[config.mk]
export PLATFORM = sky130hd
export DESIGN_NAME = register
export DESIGN_NICKNAME = d
export VERILOG_FILES = /design/src/rtl/register.sv
export SDC_FILE = /design/constraint.sdc
export NUM_CORES = 1
export LEC_CHECK = 0
export ABC_AREA = 1
export CAP_MARGIN = 20
export CORE_ASPECT_RATIO = 0.9
export CORE_MARGIN = 1.5
export CORE_UTILIZATION = 39
export DETAILED_ROUTE_END_ITERATION = 7
export PLACE_DENSITY = 0.77
export SLEW_MARGIN = 20
export SYNTH_ARGS = -nofsm -noshare
export SYNTH_HDL_FRONTEND = slang
export SYNTH_SLANG_ARGS = --single-unit
[constraint.sdc]
create_clock -name clk -period 0.8 [get_ports clk]
set_input_delay 0.24 -clock clk [delete_from_list [all_inputs] [get_ports clk]]
set_output_delay 0.24 -clock clk [all_outputs]
set_load 0.03 [all_outputs]
[src/rtl/register.sv]
// register: WIDTH-bit storage register with write enable and synchronous reset
module register #(
   parameter int WIDTH = 32,
   parameter logic [WIDTH-1:0] RESET_VALUE = {WIDTH{1'b0}}
) (
   input  logic             clk,
   input  logic             reset,
   input  logic             reg_write,
   input  logic [WIDTH-1:0] data_in,
   output logic [WIDTH-1:0] data_out
);
   logic [WIDTH-1:0] q;
   always_ff @(posedge clk)
      if (reset) q <= RESET_VALUE;
      else if (reg_write) q <= data_in;
   assign data_out = q;
endmodule

# After elaboration in Yosys (flattened, before gate mapping)
# Cells that the tools add are included.
# word_totals
reg_bits	32
input_bits	35
word_cells	1

# Longest topological paths before layout
# depth
ltp_word	0
depth_mapped	5
depth_no_buf	4

# Worst setup path after synthesis
# No wires, ideal clock.
# synth_path
kind	input -> register
from	in reg_write
to	reg q[10], in the netlist data_out[10]
setup_ns	0.114
arrival_time_ns	0.623
slack_ns	0.064
cell_stages	4
path_cell_list	buf_6 -> buf_6 -> nor2_1 -> nor2_1
# synth_lines
item	line_no	text
from (decl)	8	input logic reg_write,
to (signal assigned)	15	else if (reg_write) q <= data_in;
to (decl)	12	logic [WIDTH-1:0] q;

# Final worst setup path
# layout_path
from	reg q[5], in the netlist data_out[5]
to	out data_out[5]
# layout_lines
item	line_no	text
to (decl)	10	output logic [WIDTH-1:0] data_out
# No word-level cell between the ends.

==> metrics <==
status finished, violations left; violated checks negative setup slack; RSZ-0062 raised after global routing yes; FMAX between 1000 and 1500 MHz; Slew @ Worst Pin about 0.13 ns; wire per inst 9.15 um; Yosys reg bits 32; most common cell after layout, fill and taps aside nand2_1; Final Max Tran Viols 0; Root Driver clkbuf_8; MaxCap Viol Count 0; skew final 0 ns; Die Ht just under 60 um; count of input and output buffers 66; Pre-Repair DR Iteration Count 5; Synth top area share 0.479; Sink Count 32; post-layout min period 0.989 ns; final worst slack -0.189 ns; share of cells above drive strength 1 0.302; max reg flops 32; CP peak stage delay approximately 0.34 ns; CP Class reg2out; Overall Global Routing Usage 0.162; most frequent cells in the layout nand2_1 (64), nor2_1 (63); Post-Syn Area roughly 1300 sq um; routed wire length slightly below 3000 um; FF+latch area between 600 and 700 sq um; Hold EP data_out[29]$_SDFFE_PP0P_; Max IR drop VDD 1.06 mV; global placer's final weighted congestion roughly 0.67; Seq/Total Area, Yosys 0.479; vias in the first global route 1,079; post-route ant nets 0; relative slew slack 0.913; Inst Count DP 304; Fillers 243; Min-Delay Path Depth 4; Post-DP HPWL approximately 1900 um; Finished Layout Cells 320; CP top delay family flip-flops; Num CTS Buffers 5; RR Startpoint data_out[14]$_SDFFE_PP0P_; Area contributors post-synth dfxtp_1 (48%), nand2_1 (18%), nor2_1 (18%), inv_1 (9.3%), buf_6 (5.9%); FF-to-FF path depth 4; Area Growth Syn to Fin 71.4%; Clock Path Buffers 2; die width ~65 um; boundary pin count between 60 and 70; worst hold path type in2reg; Reg2Reg Setup Slack roughly 0.01 ns; total nets after synthesis roughly 240; largest net degree at the start of global routing 34; total gr overflow 0; syn_area_per_cell between 6 and 7 sq um; Critical Path AT ~0.75 ns; core area between 3000 and 4000 sq um; die footprint around 3800 sq um; pre-CTS setup slack -0.350 ns; Crit path required time ~0.56 ns; Worst path slowest cell dfxtp_2; Pwr Density approximately 1800 nW/um^2; clock latency on the worst-skew pair ~0.27 ns; CTS tree yes; reg2reg end data_out[14]$_SDFFE_PP0P_; row count 19; Critical Path Source Type flip-flop; CP Cell Sequence buf_6; n_diodes 0; final hold violation count 0; number of vias per cell roughly 4.1; Yosys cell types 6; cells after synthesis ~200; nets@finish approximately 310; Final setup viols 32; yosys warns 0; CP max FO 2; Initial DRC Count 57; Tcrit/Tclk final 1.24; Critical Path End Type output pin; Hold Startpoint reg_write; DRC viols 0; global-route wire length before repair 4600 um; largest area contributor in the netlist dfxtp_1; routed vias approximately 1,300; H-tree depth 2; P_leak between 0.001 and 0.0015 uW; Buf+Inv Stages, Crit Path 1; clk slew on worst S/H paths about 0.060 ns; initial antenna violation count 0; initial core utilization 0.423; area of the multi-input gates just under 500 sq um
-- kinds of logic after synthesis --
| group | share of synthesized area |
|---|---|
| DFF | 0.479 |
| and+or+nand+nor | 0.359 |
| buffers and inverters | 0.163 |
-- area by class of cell --
class | instances | area share
sequential | 32 | 0.297
multi-input combinational | 128 | 0.210
inverter | 33 | 0.0540
tap | 42 | 0.0229
clock buffer | 8 | 0.0393
timing repair buffer | 77 | 0.377
-- layer usage --
metal,vias to the layer above,global-route usage,routed length [um]
met5,-,0,0
met4,0,0.0821,55
met3,7,0.0593,230
met2,42,0.277,1360
met1,558,0.179,1280
li1,714,-,-
-- worst max path at each step --
stage / cells after the start / to / slack, ns / startpoint
after floorplan: 4 / data_out[10]$_SDFFE_PP0P_ / 0.06 / reg_write
after global placement: 5 / data_out[17]$_SDFFE_PP0P_ / -0.34 / reset
after detailed placement: 5 / data_out[29]$_SDFFE_PP0P_ / -0.35 / reset
after CTS: 1 / data_out[5] / -0.20 / data_out[5]$_SDFFE_PP0P_
after global routing: 1 / data_out[5] / -0.22 / data_out[5]$_SDFFE_PP0P_
final: 1 / data_out[5] / -0.19 / data_out[5]$_SDFFE_PP0P_
-- through the flow --
| stage | utilization | TNS [ns] | total power (uW) | hold slack [ns] | cell area [sq um] |
|---|---|---|---|---|---|
| after floorplan | - | 0 | 2290 | 0.422 | 1340 |
| after CTS | 0.718 | -5.93 | 4070 | 0.437 | 2270 |
| after global placement | 0.611 | -10.68 | 2650 | 0.458 | 1930 |
| after global routing | 0.726 | -6.48 | 4250 | 0.444 | 2290 |
| after detailed placement | 0.611 | -10.82 | 2660 | 0.462 | 1930 |
| final | 0.726 | -5.64 | 4050 | 0.442 | 2290 |
-- where the power goes --
part,switching [uW],internal (uW)
logic,477,527
clock network,536,700
registers,77.1,1730
-- Yosys cell counts --
cell type  count
nor2_1        64
nand2_1       64
buf_6          7
buf_2          3
dfxtp_1       32
inv_1         33
-- repair_timing --
item / 4_1_cts / 5_1_grt
gates resized for setup: 66 / 1
gates cloned: 2 / 0
hold buffers: 0 / 0
buffers inserted: 3 / 3
pin swaps: 0 / 0
hold endpoints to repair: 0 / 0
setup endpoints to repair: 64 / 32
-- worst reg2reg max path, cell delays in order (launching register included) --
cell	delay, ns
dfxtp_2	0.33
buf_4	0.12
buf_4	0.12
nor2_2	0.07
nor2_1	0.05
Power figures use the tool's default switching activity.
==> RTL edit: new RTL, same settings <==
Change the parameter `WIDTH` from 32 to 28.
--- a/src/rtl/register.sv
+++ b/src/rtl/register.sv
@@ -1,5 +1,5 @@
 // register: WIDTH-bit storage register with write enable and synchronous reset
 module register #(
-   parameter int WIDTH = 32,
+   parameter int WIDTH = 28,
    parameter logic [WIDTH-1:0] RESET_VALUE = {WIDTH{1'b0}}
 ) (
Ports: changed (resized data_in and data_out); port bits go from 67 to 59. No check against the original RTL was run, so the function may have changed too.
==> RTL edit against the original RTL <==
  * The run still ends with negative setup slack left
  * Design area shrank 13%
  * Wire length is 12% lower
  * Non-clock buffer count down 7
  * Final cell count down 11%
  * Synthesized area is 9.5% lower
  * Worst setup slack worse by 0.079 ns
  * Critical path type unchanged
  * Total power is 22% lower
  * Critical path depth stayed put
  * Sequential cell count shrank 4
==> RTL edit: results <==
export IMPL_cp_slowest_stage_delay_ns=0.37
export IMPL_final_layout_size_suffix_gt1_share_pct=38.9
export IMPL_reg2reg_slack_ns=0.09
export IMPL_clkTransAtPathRegs_ns=0.14
export IMPL_violations="negative setup slack"
export IMPL_grt_max_degree=25
export IMPL_htreeDepth=1
export IMPL_clk_latency_ns=0.32
export IMPL_gp_congestion=0.736
export IMPL_grt_pass1_vias=996
export IMPL_track_usage_pct=14.8
export IMPL_dpl_cell_area_um2=1760
export IMPL_static_leakage_power_nw=1.04
export IMPL_viasPerCell=3.95
export IMPL_whs_ns=0.377
export IMPL_fin_ws_ns=-0.268
export IMPL_synth_cell_types=8
export IMPL_n_fill_cell=251
export IMPL_largest_register_ffs=28
export IMPL_use_met1_pct=18.9
export IMPL_setup_viol=28
export IMPL_synth_top_cells_by_count="nand2_1, nor2_1, dfxtp_1, inv_1, nor2_2"
export IMPL_dp_hpwl_mm=1.71
export IMPL_use_met2_pct=24.7
export IMPL_clockRootBuffer="clkbuf_4"
export IMPL_critPathArrivalTime_ns=0.83
export IMPL_vias=1123
export IMPL_outcome="finished with violations"
export IMPL_drt_iter0_drc=27
export IMPL_cts_made_buffers=3
export IMPL_io_buffers=58
export IMPL_grtUsageMet3_pct=3.49
export IMPL_synth_area_top_cells="dfxtp_1, nand2_1, nor2_1"
export IMPL_synth_seq_area_share_pct=46.3
export IMPL_tightest_slew_ns=0.245
export IMPL_syn_area_per_cell_um2=6.84
export IMPL_nNetsFinal=276
export IMPL_grt_pass1_wl_mm=4.01
export IMPL_wl_per_cell_um=9.07
export IMPL_synth_nets=208
export IMPL_dp_cells=270
export IMPL_peakVddDrop_uv=1080
## RTL edit: logic make-up (layout without fill, tap and decap cells)
kind of cell / after synthesis / count (layout) / share of synthesized area, %
flip-flops: 28 / 28 / 46.3
AND/OR/NAND/NOR: 112 / 112 / 38.8
buffers and inverters: 37 / 104 / 14.9
## RTL edit: final timing paths
check,startpoint,to,depth (start not counted)
max reg2reg,data_out[15],data_out[15],3
min,reg_write,data_out[25],4
min reg2reg,data_out[20],data_out[20],2
max,data_out[8],data_out[8],1
## RTL edit: per-stage QoR
step / power, mW / TNS [ns] / setup WS (ns)
3_5_place_dp: 2.37 / -13.39 / -0.503
3_3_place_gp: 2.36 / -13.21 / -0.487
4_1_cts: 3.17 / -7.25 / -0.274
5_1_grt: 3.32 / -8.11 / -0.303
2_1_floorplan: 2.04 / 0 / 0.0405
6_report: 3.16 / -6.99 / -0.268
## RTL edit: worst min-delay path, delay by kind of cell
kind                   cells  cell delay [ns]
buffers and inverters      2             0.31
AND/OR/NAND/NOR            2             0.13
## RTL edit: area by class of cell
cell class	count	area [µm²]	share of cell area, %
timing repair buffer	70	737	36.7
sequential	28	596	29.7
multi-input combinational	112	470	23.4
inverter	29	114	5.67
tap	40	50.0	2.49
clock buffer	4	36.3	1.81
timing repair inverter	1	3.75	0.187
## RTL edit: repair_timing
action,CTS,global route
gates cloned,1,0
endpoints found under the setup margin,56,28
buffers inserted,7,2
gates resized for setup,59,0
## RTL edit: layer usage
metal / wire length, µm / part of all wire, %
met5: 0 / 0
met4: 0 / 0
met3: 158 / 6.1
met2: 1180 / 46
met1: 1230 / 48
## RTL edit: where the power goes
part | leakage (nW) | internal [mW] | switching [mW]
sequential | 0.241 | 1.51 | 0.0694
clock | 0.0210 | 0.278 | 0.394
combinational | 0.782 | 0.460 | 0.442
total | 1.04 | 2.25 | 0.906
